**src/rtl/cpu_pkg.sv**
```systemverilog
// Shared definitions for the ALU microcode sequencer: opcodes, FSM states,
// bus-source indices and one-hot ALU control bit positions.
package cpu_pkg;

    localparam logic [3:0] OP_ADD  = 4'd0;
    localparam logic [3:0] OP_SUB  = 4'd1;
    localparam logic [3:0] OP_AND  = 4'd2;
    localparam logic [3:0] OP_OR   = 4'd3;
    localparam logic [3:0] OP_SHR  = 4'd4;
    localparam logic [3:0] OP_SHRA = 4'd5;
    localparam logic [3:0] OP_SHL  = 4'd6;
    localparam logic [3:0] OP_ROR  = 4'd7;
    localparam logic [3:0] OP_ROL  = 4'd8;
    localparam logic [3:0] OP_MUL  = 4'd9;
    localparam logic [3:0] OP_DIV  = 4'd10;
    localparam logic [3:0] OP_NEG  = 4'd11;
    localparam logic [3:0] OP_NOT  = 4'd12;

    typedef enum logic [2:0] {
        S_IDLE  = 3'd0,
        S_LOADY = 3'd1,
        S_EXEC  = 3'd2,
        S_WBLO  = 3'd3,
        S_WBHI  = 3'd4,
        S_DONE  = 3'd5
    } state_t;

    // Bus sources above the sixteen general registers
    localparam int BUS_HI     = 16;
    localparam int BUS_LO     = 17;
    localparam int BUS_ZHI    = 18;
    localparam int BUS_ZLO    = 19;
    localparam int BUS_PC     = 20;
    localparam int BUS_MDR    = 21;
    localparam int BUS_INPORT = 22;
    localparam int BUS_CSIGN  = 23;

    localparam int ALU_W    = 13;
    localparam int ALU_NOT  = 0;
    localparam int ALU_OR   = 1;
    localparam int ALU_AND  = 2;
    localparam int ALU_SHR  = 3;
    localparam int ALU_SHRA = 4;
    localparam int ALU_SHL  = 5;
    localparam int ALU_ADD  = 6;
    localparam int ALU_NEG  = 7;
    localparam int ALU_SUB  = 8;
    localparam int ALU_ROR  = 9;
    localparam int ALU_ROL  = 10;
    localparam int ALU_DIV  = 11;
    localparam int ALU_MUL  = 12;

    function automatic logic is_unary(input logic [3:0] op);
        return (op == OP_NEG) || (op == OP_NOT);
    endfunction

    // MUL/DIV produce a 64-bit result that needs both Z halves
    function automatic logic is_long(input logic [3:0] op);
        return (op == OP_MUL) || (op == OP_DIV);
    endfunction

endpackage

```
**src/rtl/alu_op_decoder.sv**
```systemverilog
// Combinational opcode to one-hot ALU control decode; flags opcodes 13-15.
module alu_op_decoder
    import cpu_pkg::*;
(
    input  logic [3:0]       op,
    output logic [ALU_W-1:0] alu_onehot,
    output logic             illegal
);

    always_comb begin
        alu_onehot = '0;
        illegal    = 1'b0;
        case (op)
            OP_ADD:  alu_onehot[ALU_ADD]  = 1'b1;
            OP_SUB:  alu_onehot[ALU_SUB]  = 1'b1;
            OP_AND:  alu_onehot[ALU_AND]  = 1'b1;
            OP_OR:   alu_onehot[ALU_OR]   = 1'b1;
            OP_SHR:  alu_onehot[ALU_SHR]  = 1'b1;
            OP_SHRA: alu_onehot[ALU_SHRA] = 1'b1;
            OP_SHL:  alu_onehot[ALU_SHL]  = 1'b1;
            OP_ROR:  alu_onehot[ALU_ROR]  = 1'b1;
            OP_ROL:  alu_onehot[ALU_ROL]  = 1'b1;
            OP_MUL:  alu_onehot[ALU_MUL]  = 1'b1;
            OP_DIV:  alu_onehot[ALU_DIV]  = 1'b1;
            OP_NEG:  alu_onehot[ALU_NEG]  = 1'b1;
            OP_NOT:  alu_onehot[ALU_NOT]  = 1'b1;
            default: illegal              = 1'b1;
        endcase
    end

endmodule

```
**src/rtl/alu_sequencer.sv**
```systemverilog
// Microcode sequencer driving bus selects and register enables for one ALU
// instruction at a time. Handshake: start is sampled only in IDLE; busy is
// high until the cycle after the done pulse, and start seen while busy is dropped.
module alu_sequencer
    import cpu_pkg::*;
(
    input  logic             Clock,
    input  logic             Clear,
    input  logic             start,
    input  logic [3:0]       op,
    input  logic [3:0]       ra,
    input  logic [3:0]       rb,
    input  logic [3:0]       rc,
    output logic [31:0]      busSel,
    output logic [15:0]      regIn,
    output logic             Yin,
    output logic             ZLOin,
    output logic             ZHIin,
    output logic             HIin,
    output logic             LOin,
    output logic [ALU_W-1:0] aluOp,
    output logic             busy,
    output logic             done,
    output logic             err,
    output state_t           dbg_state
);

    state_t           state, state_nx;
    logic [3:0]       op_q, ra_q, rb_q, rc_q;
    logic [ALU_W-1:0] alu_q;
    logic             err_q;
    logic [ALU_W-1:0] dec_onehot;
    logic             dec_illegal;
    logic             accept;

    alu_op_decoder u_dec (
        .op         (op),
        .alu_onehot (dec_onehot),
        .illegal    (dec_illegal)
    );

    assign accept    = (state == S_IDLE) && start && !dec_illegal;
    assign dbg_state = state;
    assign err       = err_q;

    always_ff @(posedge Clock or negedge Clear) begin
        if (!Clear) begin
            state <= S_IDLE;
            op_q  <= '0;
            ra_q  <= '0;
            rb_q  <= '0;
            rc_q  <= '0;
            alu_q <= '0;
            err_q <= 1'b0;
        end else begin
            state <= state_nx;
            err_q <= (state == S_IDLE) && start && dec_illegal;
            if (accept) begin
                op_q  <= op;
                ra_q  <= ra;
                rb_q  <= rb;
                rc_q  <= rc;
                alu_q <= dec_onehot;
            end
        end
    end

    always_comb begin
        state_nx = state;
        busSel   = '0;
        regIn    = '0;
        Yin      = 1'b0;
        ZLOin    = 1'b0;
        ZHIin    = 1'b0;
        HIin     = 1'b0;
        LOin     = 1'b0;
        aluOp    = '0;
        busy     = 1'b1;
        done     = 1'b0;
        case (state)
            S_IDLE: begin
                busy = 1'b0;
                if (accept) state_nx = is_unary(op) ? S_EXEC : S_LOADY;
            end
            S_LOADY: begin
                busSel[{1'b0, rb_q}] = 1'b1;
                Yin                  = 1'b1;
                state_nx             = S_EXEC;
            end
            S_EXEC: begin
                // Unary ops take their only operand straight from rb
                if (is_unary(op_q)) busSel[{1'b0, rb_q}] = 1'b1;
                else                busSel[{1'b0, rc_q}] = 1'b1;
                aluOp    = alu_q;
                ZLOin    = 1'b1;
                ZHIin    = is_long(op_q);
                state_nx = S_WBLO;
            end
            S_WBLO: begin
                busSel[BUS_ZLO] = 1'b1;
                if (is_long(op_q)) begin
                    LOin     = 1'b1;
                    state_nx = S_WBHI;
                end else begin
                    regIn[ra_q] = 1'b1;
                    state_nx    = S_DONE;
                end
            end
            S_WBHI: begin
                busSel[BUS_ZHI] = 1'b1;
                HIin            = 1'b1;
                state_nx        = S_DONE;
            end
            S_DONE: begin
                done     = 1'b1;
                state_nx = S_IDLE;
            end
            default: begin
                busy     = 1'b0;
                state_nx = S_IDLE;
            end
        endcase
    end

endmodule

```
**config.mk**
```make
export PLATFORM = sky130hd
export DESIGN_NAME = alu_sequencer
export DESIGN_NICKNAME = d
export VERILOG_FILES = /design/src/rtl/cpu_pkg.sv /design/src/rtl/alu_op_decoder.sv /design/src/rtl/alu_sequencer.sv
export SDC_FILE = /design/constraint.sdc
export NUM_CORES = 1
export LEC_CHECK = 0
export CAP_MARGIN = 25
export CORE_MARGIN = 2
export CORE_UTILIZATION = 44
export DETAILED_ROUTE_END_ITERATION = 7
export PLACE_DENSITY_LB_ADDON = 0.05
export RECOVER_POWER = 100
export SYNTH_ARGS = -nofsm -noshare
export SYNTH_HDL_FRONTEND = slang
export SYNTH_SLANG_ARGS = --single-unit
```
**constraint.sdc**
```tcl
create_clock -name Clock -period 2.4 [get_ports Clock]
set_clock_uncertainty 0.1 [all_clocks]
set_input_delay 0.48 -clock Clock [delete_from_list [all_inputs] [get_ports Clock]]
set_output_delay 0.48 -clock Clock [all_outputs]
set_load 0.02 [all_outputs]
```
==> flow_summary.ini, run 1 <==
[cts]
clkLatencyLatePin_ns = 0.29
cts_buffers = 5
ctsLongestPathBuffers = 2
cts_tree = yes
cts_root_buffer = clkbuf_8
ctsHoldBuffers = 0
htreeDepth = 2
clk_pin_slew_worst_paths_ns = 0.08
cts_sinks = 33

[global_routing]
grt_max_degree = 34
grt_pass1_wl_mm = 9.36
grt_antenna_before_repair = 0
track_usage_pct = 21.0
grt-ovfl-total = 0
grt_pass1_vias = 1971

[setup_path]
cp.arrival_ns = 1.87
critPathMaxFanout = 5
crit_path_start = op_q[3]
critical_path.endpoint_type = output pin
reg2reg_from = dbg_state[0]
cp.required_ns = 1.82
critical_path_class = reg2out
worstSetupStartpointType = flop

[place]
gp_congestion = 0.881
dpl.cell_count = 417
port_buffers = 76
pre_cts_ws_ns = -0.281
hpwl_mm = 4.16

[yosys]
synthAdderAreaFrac_pct = 0
synth_area_um2 = 2270
yosysTopAreaCellShare_pct = 36.3
ys_async_sr_fraction_pct = 100
synth_mux_area_share_pct = 8.43
synth_xor_area_share_pct = 0.385
synth-simple-area-share_pct = 29.2
synth_top_family_by_area = simple AND/OR/NAND/NOR gates
syn_avg_cell_area_um2 = 8.74
postSynth.topFlopCell = dfrtp_1
yosysWarnings = 0
yosysTopAreaCell = dfrtp_1
synth-compound-area-share_pct = 14.5
synth.distinct_cells = 45
synth_area_leaders = dfrtp_1 36%, mux2_4 5.9%, buf_4 5.3%
ys_seq_elements = 33
synth_cells = 260
synth-seq-area-share_pct = 36.3
synth_edf_count = 0

[floorplan]
design.core.area_um2 = 5040
initial_core_util_pct = 45.1
rows = 26
io_pins = 91
fp.dieArea_um2 = 5750
floorplan.die.width_um = 75.9
fp.dieH_um = 75.9

[outcome]
violations = negative setup slack
status = finished with violations

[sta]
rsz0062_at_grt = yes
tns_ns = -0.404
finalHoldViolCount = 0
fmax_mhz = 408
setup_viol_count_final = 17
setup_slack_ns = -0.0523
slew_headroom_pct = 41.5
min_period_over_period_pct = 102
slew_viol_final = 0
worst_pin_slew_ns = 0.878
fin_crit_ns = 2.45

[final_layout]
fin_cells = 431
diodes = 0
multiInputGateArea_um2 = 1350
nNetsFinal = 379
drive_gt1_share_pct = 30.2
regArea_um2 = 826
area_growth_pct = 45.2
fin_util_pct = 65.4
fill_cells = 445

[route]
postRouteAntennaNets = 0
vias_per_cell = 5.21
drc_errors = 0
first_pass_iters = 5
wl_per_cell_um = 14.1
totalWireLength_mm = 6.06
vias = 2246
drt_iter0_drc = 87

[job]
maxCapViolCount = 0

[power_and_ir_drop]
p_per_area_nw_per_um2 = 1160
total_power_w = 0.00383
p_leak_nw = 1.49
irDropWorstVdd_mv = 0.722

[hold_path]
holdCritPathClass = reg2reg
hp-start = alu_q[3]
-- cell families (layout without fill, tap and decap cells) --
logic type      Yosys count  in the layout
buf+inv                  38            126
simple gates            124            124
xor+xnor                  1              1
flops                    33             33
mux                      14             14
other cells               1             14
compound gates           49             49
-- stage by stage --
stage	hold slack (ns)	instance area (um^2)
floorplan	0.0844	2330
global placement	0.372	3190
detailed placement	0.382	3190
CTS	0.400	3280
global route	0.427	3300
finish	0.393	3300
-- path summary, 6_finish.rpt --
kind                            depth (start not counted)          to  slack [ns]
worst max register to register                          6     op_q[0]       -0.03
max in group asynchronous                               2     rb_q[0]        0.91
worst min register to register                          2    alu_q[3]        0.39
min in group asynchronous                               2    alu_q[3]        0.73
worst max-delay path                                    7  busSel[11]       -0.05
worst min-delay path                                    2    alu_q[3]        0.39
-- layout make-up --
type,instances,share of cell area [%]
Inverter,6,0.683
Clock buffer,6,2.50
Multi-Input combinational cell,202,41.0
Timing Repair Buffer,112,26.9
Clock inverter,2,1.14
Sequential cell,33,25.0
Tap cell,70,2.66
-- routing by layer --
layer,vias to the layer above,track usage (%),routed length (um)
met2,84,32.9,2900
met1,1046,30.4,2750
met5,-,0,0
met3,6,3.70,361
met4,0,4.68,49
li1,1110,-,-
-- power by group --
group	switching (W)	total [W]	leakage, nW	internal (W)
Clock	0.000213	0.000551	0.0574	0.000338
Combinational	0.00117	0.00217	1.04	0.00100
Sequential	0.000291	0.00112	0.400	0.000825
-- flip-flops by register name, summed over array words and instances (netlist names) --
| name | flops |
|---|---|
| rc_q | 4 |
| op_q | 4 |
| dbg_state | 3 |
| rb_q | 4 |
| ra_q | 4 |
| alu_q | 13 |
| err | 1 |
-- worst max-delay path: stages (launching register included) --
cell and delay [ns]:
dfrtp_1 0.41, and4b_1 0.21, a31oi_1 0.14, buf_4 0.16
nand4_1 0.18, buf_6 0.19, o22ai_4 0.16, buf_6 0.14
-- Yosys cell counts (2+ instances only) --
master / n
a211oi_1: 2
a21oi_1: 12
o21ai_0: 3
nand4_1: 3
inv_1: 5
or2_2: 2
o2111ai_1: 7
nand2_1: 29
mux2_4: 9
nand4b_1: 4
nor3_1: 8
buf_2: 6
o22ai_1: 17
buf_1: 2
dfrtp_1: 33
nor2b_1: 5
mux2_2: 5
buf_6: 3
nor2_1: 25
nand3b_1: 2
buf_4: 16
nor4_1: 4
clkbuf_1: 4
and2_1: 12
nand3_1: 15
nand2b_1: 8
-- timing repair --
action	CTS	global route
endpoints found under the setup margin	52	36
resized for setup	148	51
pin swaps	10	17
buffers inserted	3	3
-- cells in the final DEF (no fill, tap or decap), types with 7 or more instances in the layout --
cell	n
buf_6	10
buf_2	8
clkdlybuf4s50_1	18
mux2_4	9
clkbuf_2	10
nand2b_1	8
nand3_1	15
o2111ai_1	7
dfrtp_1	33
nand2_1	29
nor2_1	22
a21oi_1	12
and2_1	11
clkbuf_1	7
conb_1	14
buf_4	31
o22ai_1	10
dlygate4sd2_1	19
(Power assumes the default switching activity.)
==> inputs of run 2 (changes only) <==
- GPL_ROUTABILITY_DRIVEN: not set -> 0
- clock period: 2.4 -> 2.3 ns (I/O delays scaled with it)
==> run 2 against run 1 <==
The flow still finishes with violations (negative setup slack). Routed wire length increased by 0.97%. Global-route usage decreased by 0.30 points. Sequential power increased by 4%. Critical path depth increased by 1. Clock power increased by 5.1%. Setup slack got worse by 0.075 ns. Design area increased by 1.5%. Critical path type unchanged. Critical endpoint is now regIn[2].
==> flow_summary.ini, run 2 (synthesis results as in run 1) <==
[setup_path]
cp_slowest_stage_delay_ns = 0.40
worstSetupStartpointType = flop
path_cells = buf_6 > xor2_1 > nand3b_1 > buf_2 > nand4b_1 > buf_6 > nor3_4 > buf_6
cp_common_cell = buf_6
cp.arrival_ns = 1.87
r2r_slack_ns = -0.05
critPathMaxFanout = 6
critical_path_class = reg2out
critical_path.endpoint_type = output pin
slowest_stage = dfrtp_1
cp.required_ns = 1.74

[sta]
setup_viol_count_final = 40
setup_slack_ns = -0.127
fin_crit_ns = 2.43
fmax_mhz = 412
finalHoldViolCount = 0
slew_headroom_pct = 42.4
slew_viol_final = 0
worst_pin_slew_ns = 0.865
rsz0062_at_grt = yes
tns_ns = -1.84
min_period_over_period_pct = 106
holdWs_ns = 0.392

[floorplan]
fp.dieH_um = 75.9
fp.dieArea_um2 = 5750
floorplan.die.width_um = 75.9
io_pins = 91
design.core.area_um2 = 5040
rows = 26
initial_core_util_pct = 45.1

[cts]
cts_root_buffer = clkbuf_8
cts_sinks = 33
ctsLongestPathBuffers = 2
cts_tree = yes
clk_pin_slew_worst_paths_ns = 0.07
cts_buffers = 5
clkLatencyLatePin_ns = 0.29
htreeDepth = 2

[route]
totalWireLength_mm = 6.12
drc_errors = 0
wl_per_cell_um = 14.1
first_pass_iters = 4
vias_per_cell = 5.23
postRouteAntennaNets = 0
vias = 2268
drt_iter0_drc = 110

[final_layout]
area_growth_pct = 47.3
drive_gt1_share_pct = 34.6
fin_cells = 434
largest_reg_flops = 13
final_cell_mix = 44 x buf_4, 33 x dfrtp_1, 29 x nand2_1, 21 x nor2_1, 17 x clkdlybuf4s50_1
fill_cells = 436
nNetsFinal = 382
regMostFlops = alu_q
layout_commonest_cell = buf_4
diodes = 0

[place]
port_buffers = 76
dpl.cell_count = 418
hpwl_mm = 4.25

[global_routing]
grt-ovfl-total = 0
grt_antenna_before_repair = 0
busiest_layer = met2
grt_max_degree = 34
met3_usage_pct = 5.03
track_usage_pct = 20.7
grtUsageMet2_pct = 32.1
grt_pass1_wl_mm = 9.16
use_met1_pct = 29.8
grt_pass1_vias = 1932

[power_and_ir_drop]
total_power_w = 0.00407
p_per_area_nw_per_um2 = 1220
p_leak_nw = 1.49
irDropWorstVdd_mv = 0.752

[job]
maxCapViolCount = 0

[hold_path]
holdCritPathClass = reg2reg

[outcome]
status = finished with violations
violations = negative setup slack
==> run 2: cell types whose count changed in the layout (fill, tap and decap cells not counted), sizes merged <==
cell / before / now
clkdlybuf4s50: 18 / 17
clkdlybuf4s15: 1 / 2
dlygate4sd2: 19 / 7
buf: 49 / 60
dlygate4sd3: 4 / 5
clkbuf: 27 / 30
==> run 2: power breakdown <==
part	internal (W)	switching, W	total (W)
registers	0.000861	0.000313	0.00117
clock network	0.000352	0.000227	0.000579
logic	0.00108	0.00124	0.00232
==> run 2: repair_timing <==
action	CTS	global route
cloned	0	0
buffers inserted	6	2
pin swaps	14	24
hold endpoints to repair	0	0
hold buffers	0	0
resized for setup	176	70
setup endpoints to repair	53	47
==> run 2: area by class of cell <==
| type | count | area, um^2 | area share (%) |
|---|---|---|---|
| inverter | 6 | 22.5 | 0.673 |
| sequential | 33 | 826 | 24.7 |
| clock inverter | 2 | 37.5 | 1.12 |
| timing repair buffer | 115 | 918 | 27.4 |
| tap | 70 | 87.6 | 2.62 |
| clock buffer | 6 | 82.6 | 2.47 |
| multi-input combinational | 202 | 1370 | 41.0 |
==> run 2: routing by layer <==
layer  share of wire, %  vias to the layer above
met4               0.44                        0
met2                 49                       69
met5                  0                        -
li1                   -                     1111
met1                 46                     1086
met3                5.3                        2
==> run 2: worst paths after layout <==
| check | start | to | cells past startpoint |
|---|---|---|---|
| worst max-delay path | op_q[0] | regIn[2] | 8 |
| worst min-delay path | alu_q[3] | alu_q[3] | 2 |
| worst max register to register | dbg_state[1] | ra_q[2] | 6 |
| worst min register to register | alu_q[3] | alu_q[3] | 2 |
| max in group asynchronous | Clear | rb_q[1] | 2 |
| min in group asynchronous | Clear | alu_q[10] | 2 |
==> run 2: critical path: cells and delay by family (launching register included) <==
kind / cells / cell delay, ns
buffers and inverters: 4 / 0.63
and+or+nand+nor: 3 / 0.42
DFF: 1 / 0.40
xor gates and xnor gates: 1 / 0.13
==> run 2: per-stage QoR <==
step	setup WS, ns	area, um^2	util, %
2_1_floorplan	-0.133	2340	-
4_1_cts	-0.122	3290	65.2
5_1_grt	-0.220	3350	66.4
3_5_place_dp	-0.227	3210	63.6
6_report	-0.127	3350	66.4
3_3_place_gp	-0.208	3210	63.6
